==> src/rtl/tick_ctrl.sv <==
`default_nettype none
// +----------------------------------------------------------------------------+
// | Module  : tick_ctrl                                                        |
// | Brief   : Rate-selectable enable tick plus debounced, tick-aligned reverse |
// |           request for the LED pattern shifter.                             |
// | Revision: 1.0 - initial release                                            |
// +----------------------------------------------------------------------------+
module tick_ctrl #(
  parameter int                    NB_COUNTER      = 32,
  parameter logic [NB_COUNTER-1:0] R0              = NB_COUNTER'(2**26 - 1),
  parameter logic [NB_COUNTER-1:0] R1              = NB_COUNTER'(2**25 - 1),
  parameter logic [NB_COUNTER-1:0] R2              = NB_COUNTER'(2**24 - 1),
  parameter logic [NB_COUNTER-1:0] R3              = NB_COUNTER'(2**23 - 1),
  parameter int                    NB_DEBOUNCE     = 20,
  parameter int                    DEBOUNCE_CYCLES = 1000000
) (
  input  logic       clock,
  input  logic       i_reset,
  input  logic [2:0] i_sw,
  input  logic       i_btn,
  output logic       o_valid,
  output logic       o_reverse
);

  localparam logic [NB_DEBOUNCE-1:0] c_DEB_LAST = NB_DEBOUNCE'(DEBOUNCE_CYCLES - 1);

  logic [NB_COUNTER-1:0]  r_count;
  logic [NB_DEBOUNCE-1:0] r_deb_count;
  logic                   r_valid;
  logic                   r_reverse;
  logic                   r_pending;
  logic                   r_sync_0;
  logic                   r_sync_1;
  logic                   r_stable;
  logic [NB_COUNTER-1:0]  w_lim;
  logic                   w_tick;
  logic                   w_rise;

  always_comb begin
    w_lim = R0;
    case (i_sw[2:1])
      2'b00:   w_lim = R0;
      2'b01:   w_lim = R1;
      2'b10:   w_lim = R2;
      default: w_lim = R3;
    endcase
  end

  // >= rather than == so a switch to a smaller limit fires on the next edge
  assign w_tick = i_sw[0] && (r_count >= w_lim);

  always_ff @(posedge clock or negedge i_reset) begin
    if (!i_reset) begin
      r_count <= '0;
      r_valid <= 1'b0;
    end else if (!i_sw[0]) begin
      r_count <= '0;
      r_valid <= 1'b0;
    end else if (w_tick) begin
      r_count <= '0;
      r_valid <= 1'b1;
    end else begin
      r_count <= r_count + NB_COUNTER'(1);
      r_valid <= 1'b0;
    end
  end

  always_ff @(posedge clock or negedge i_reset) begin
    if (!i_reset) begin
      r_sync_0 <= 1'b0;
      r_sync_1 <= 1'b0;
    end else begin
      r_sync_0 <= i_btn;
      r_sync_1 <= r_sync_0;
    end
  end

  // Rise is the edge on which the stable level flips from 0 to 1
  assign w_rise = r_sync_1 && !r_stable && (r_deb_count == c_DEB_LAST);

  always_ff @(posedge clock or negedge i_reset) begin
    if (!i_reset) begin
      r_deb_count <= '0;
      r_stable    <= 1'b0;
    end else if (r_sync_1 == r_stable) begin
      r_deb_count <= '0;
    end else if (r_deb_count == c_DEB_LAST) begin
      r_deb_count <= '0;
      r_stable    <= r_sync_1;
    end else begin
      r_deb_count <= r_deb_count + NB_DEBOUNCE'(1);
    end
  end

  always_ff @(posedge clock or negedge i_reset) begin
    if (!i_reset) begin
      r_pending <= 1'b0;
      r_reverse <= 1'b0;
    end else if (w_tick) begin
      r_reverse <= r_pending | w_rise;
      r_pending <= 1'b0;
    end else begin
      r_reverse <= 1'b0;
      r_pending <= r_pending | w_rise;
    end
  end

  assign o_valid   = r_valid;
  assign o_reverse = r_reverse;

endmodule
`default_nettype wire

==> config.mk <==
export PLATFORM = sky130hd
export DESIGN_NAME = tick_ctrl
export DESIGN_NICKNAME = d
export VERILOG_FILES = /design/src/rtl/tick_ctrl.sv
export SDC_FILE = /design/constraint.sdc
export NUM_CORES = 1
export LEC_CHECK = 0
export ABC_AREA = 1
export CAP_MARGIN = 10
export CORE_ASPECT_RATIO = 1.4
export CORE_MARGIN = 4
export CORE_UTILIZATION = 45
export CTS_CLUSTER_DIAMETER = 120
export CTS_CLUSTER_SIZE = 10
export DETAILED_ROUTE_END_ITERATION = 6
export GPL_ROUTABILITY_DRIVEN = 0
export HOLD_SLACK_MARGIN = 0.03
export PLACE_DENSITY_LB_ADDON = 0.1
export SLEW_MARGIN = 25
export SYNTH_ARGS = -nofsm -noshare
export SYNTH_HDL_FRONTEND = slang
export SYNTH_SLANG_ARGS = --single-unit
==> constraint.sdc <==
create_clock -name clock -period 2.15 [get_ports clock]
set_input_delay 0.3225 -clock clock [delete_from_list [all_inputs] [get_ports clock]]
set_output_delay 0.3225 -clock clock [all_outputs]
set_load 0.005 [all_outputs]
Word level (Yosys, flattened, before mapping):

Index checks and enable logic that the tools add are counted.

* input bits: 6
* bits in registers: 58
* word-level logic and storage cells: 32

* $add $sub $neg: 2
* equality and inequality tests: 4
* $lt $le $gt $ge: 1
* multiplexer cells: 9
* reduce and logical (&&, ||, !) cells: 6
* bitwise logic cells: 2

Operators with widths (count)
* case mux 26 bit (3 select lines): 1
* 2-to-1 mux 32 bit: 2
* 2-to-1 mux 20 bit: 2
* adder 32 x 1 -> 32 bit, second input constant: 1
* >= comparator 32 bit: 1
* adder 20 x 1 -> 20 bit, second input constant: 1
* equality test 20 bit, second input constant: 1
* 2-to-1 mux 1 bit: 4
* logical AND 1 bit: 3
* equality test 2 x 1 -> 1 bit, second input constant: 1
* equality test 2 bit, second input constant: 1
* logical NOT 2 bit: 1
* AND reduction 2 bit: 1
* equality test 1 bit: 1
* logical NOT 1 bit: 1
* inverter 1 bit: 1
* bitwise OR 1 bit: 1

Logic depth before layout (Yosys ltp):

* word-level depth: 6
* gate-level depth with buffers: 12

Worst setup path before layout:

No wires, ideal clock.

* kind: in2reg
* from: in i_sw[2]
* to: reg r_count[15]
* arrival time: 1.570 ns
* stages on the path: 10
* setup slack: 0.459 ns
* cell sequence: or2_2 > ha_1 > nand2_1 > nor2_1 > nand2_1 > nor2_1 > nand2_2 > nand3_4 > buf_6 > nor2_2

* longest elaborated chain between the ends: 6
* elaborated cells between the ends (all ways): 8

RTL lines
* from (decl): line 19 `input logic [2:0] i_sw,`
* equality test 2 bit, or another cell as far along: line 41 `case (i_sw[2:1])`
* case mux 26 bit (3 select lines) *: line 41
* >= comparator 32 bit *: line 50 `assign w_tick = i_sw[0] && (r_count >= w_lim);`
* logical AND 1 bit *: line 50
* 2-to-1 mux 32 bit *: line 59 `end else if (w_tick) begin`
* 2-to-1 mux 32 bit *: line 56 `end else if (!i_sw[0]) begin`
* to (signal assigned): line 63 `r_count <= r_count + NB_COUNTER'(1);`
* to (decl): line 27 `logic [NB_COUNTER-1:0] r_count;`

Mark *: on every way between the ends. The rest lies on a longest branch, timed or not.
A chain may end at the register's enable or synchronous reset.

Worst setup path after layout:

* from: in i_sw[2]
* to: reg r_pending

* longest elaborated chain between the ends: 5
* elaborated cells between the ends (all ways): 7

RTL lines
* equality test 2 bit, or another cell as far along: line 41
* case mux 26 bit (3 select lines) *: line 41
* >= comparator 32 bit *: line 50
* logical AND 1 bit *: line 50
* 2-to-1 mux 1 bit *: line 99 `end else if (w_tick) begin`
* to (signal assigned): line 104 `r_pending <= r_pending | w_rise;`
* to (decl): line 31 `logic r_pending;`

Marked as above.

==> results.toml <==
[drt]
drtAntennaViolNets = 0
finalWirelength_um = 7040
via_per_inst = 4.70
drc_errors = 0
vias = 2624
dr.pass1.iters = 4
wl_per_cell_um = 12.6
drt_iter0_markers = 90

[floorplanning]
die_y_um = 108
core_area_um2 = 6940
dieArea_um2 = 8540
rows = 36
die_w_um = 79.3
num_io_pins = 8
initial_core_util_pct = 46.1

[clock_tree]
clock_sinks = 58
insertion_delay_ns = 0.34
postCtsHoldBufs = 1
cts-root-buf = "clkbuf_8"
clk_path_buf_depth = 2
cts-resized-gates = 0
clkTransAtPathRegs_ns = 0.07
post_cts_buffers = 0
numCtsBuffers = 9
htreeDepth = 3
cts_tree = "done"

[power]
p_leak_nw = 1.51
irDropWorstVdd_v = 0.000644
power_mw = 2.47
p_per_area_nw_per_um2 = 667

[setup_path]
reg2reg_from = "r_count[0]"
cp_max_fo = 3
crit_end = "r_pending"
reg2reg_depth = 10
arrival_ns = 2.11
start_kind = "input pin"
path_class = "input pin to flop"
regToRegSetupSlack_ns = 0.40
startpoint = "i_sw[2]"
endpoint_kind = "flop"
reg2reg_to = "r_pending"
required_ns = 2.39

[placed_design]
hpwl_um = 5430
port_buffers = 7

[sta]
finalCriticalPeriod_ns = 1.88
skew_ns = 0.00788
rsz0062_at_grt = "false"
fmax_ghz = 0.533
finalHoldViolCount = 0
setup_violations = 0
final.period_utilization_pct = 87.3
slew_violations = 0
tns_ns = 0

[global_route]
grt-ovfl-total = 0
grt_max_degree = 39
grt_usage_pct = 18.7
first_global_vias = 2668
antenna_found_initial = 0
grt_pass1_wl_um = 12100

[synth]
synth_cells = 434
synth_edf_count = 0
synth-seq-cells = 58
syn_area_per_cell_um2 = 7.37
synth.most_common_cell = "nand2_1"
synth_area_um2 = 3200
synth_top_cell_area_share_pct = 45.3
dominantRegCellSynth = "dfrtp_1"
synth_commonest_cells = "nand2_1, nor2_1, dfrtp_1"
synthTopCellsByArea = "dfrtp_1, nand2_1, nor2_1, inv_1, nand3_1"
ys_warn_count = 0
ys_seq_area_share_pct = 45.3
synth-async-reset-ratio_pct = 100
yosys.area.top_type = "dfrtp_1"
yosys.cell_types.count = 24

[finish]
drive_above_1_share_pct = 9.72
layout.nets = 470
diodes = 0
area_growth_pct = 15.8

[run_status]
status = "finished, final reports clean"

[hold_path]
hp-class = "flop to flop"

[job]
cap_violations = 0
[state kept, by name, summed over array words and instances, names as in the netlist]
| signal | cells |
|---|---|
| r_stable | 1 |
| r_sync_0 | 1 |
| r_deb_count | 20 |
| r_sync_1 | 1 |
| r_pending | 1 |
| r_count | 32 |
| o_valid | 1 |
| o_reverse | 1 |
[layer usage]
layer	wire length (um)	vias to the layer above	global-route usage [%]
met3	118	19	3.27
met1	2810	1202	18.9
met4	267	0	10.2
met2	3850	30	35.6
met5	0	-	0
li1	-	1373	-
[metrics by stage]
stage	hold WS, ns	worst slack (ns)	instances	area [um^2]	utilization, %
after floorplan	0.0269	0.459	438	3220	-
after global placement	0.315	-0.0624	541	3440	49.7
after detailed placement	0.321	-0.0814	541	3440	49.7
after CTS	0.355	0.274	558	3710	53.4
after global routing	0.357	0.120	558	3710	53.4
final	0.351	0.273	558	3710	53.4
[placed cells by master (no fill, tap or decap), drive strengths merged]
| cell type | instances |
|---|---|
| o21ai | 2 |
| dlygate4sd3 | 1 |
| clkdlybuf4s50 | 6 |
| dfrtp | 58 |
| bufinv | 3 |
| ha | 6 |
| nand4 | 4 |
| o21bai | 3 |
| a31oi | 1 |
| xnor2 | 12 |
| nand3 | 25 |
| xor2 | 12 |
| a21oi | 4 |
| nor2 | 124 |
| nor3 | 7 |
| or2 | 1 |
| conb | 5 |
| nand2 | 129 |
| clkinvlp | 1 |
| clkbuf | 12 |
| buf | 6 |
| inv | 41 |
[cells by family (layout without fill, tap and decap cells)]
family | count (synthesis) | count (layout) | share of synthesized area, %
fa+ha+maj | 6 | 6 | 2.35
compound gates | 10 | 10 | 1.95
buf+inv | 45 | 70 | 5.75
other cells | 1 | 5 | 0.117
xor+xnor | 24 | 24 | 6.57
simple gates | 290 | 290 | 37.9
flops | 58 | 58 | 45.3
[worst max-delay path: stages]
cell             delay, ns
clkdlybuf4s50_1       0.42
or2_2                 0.30
ha_1                  0.29
nand2_1               0.07
nor2_1                0.10
nand2_1               0.06
nor2_1                0.12
nand2_2               0.09
nand2_1               0.11
nand2_1               0.11
nand2_1               0.08
inv_1                 0.03
[where the power goes]
| part | total (mW) | leakage [nW] | internal, mW | switching, mW |
|---|---|---|---|---|
| registers | 1.11 | 0.790 | 1.10 | 0.00696 |
| clock network | 1.28 | 0.123 | 0.834 | 0.443 |
| logic | 0.0844 | 0.596 | 0.0311 | 0.0533 |
[final cells by class]
class	count	area (um^2)
sequential	58	1450
clock inverter	4	97.6
fill	699	3230
multi-input combinational	335	1580
timing repair buffer	13	150
inverter	41	154
tap	95	119
clock buffer	12	155
[worst min path at each step]
stage	start	end	slack, ns	depth (start not counted)
floorplan	i_reset	o_reverse	0.03	0
global placement	i_reset	o_reverse	0.31	1
detailed placement	i_reset	o_valid	0.32	1
CTS	r_sync_0	r_sync_1	0.35	0
global route	r_sync_0	r_sync_1	0.36	0
finish	r_sync_0	r_sync_1	0.35	0
Note: power is estimated with default switching activity, not from simulation.
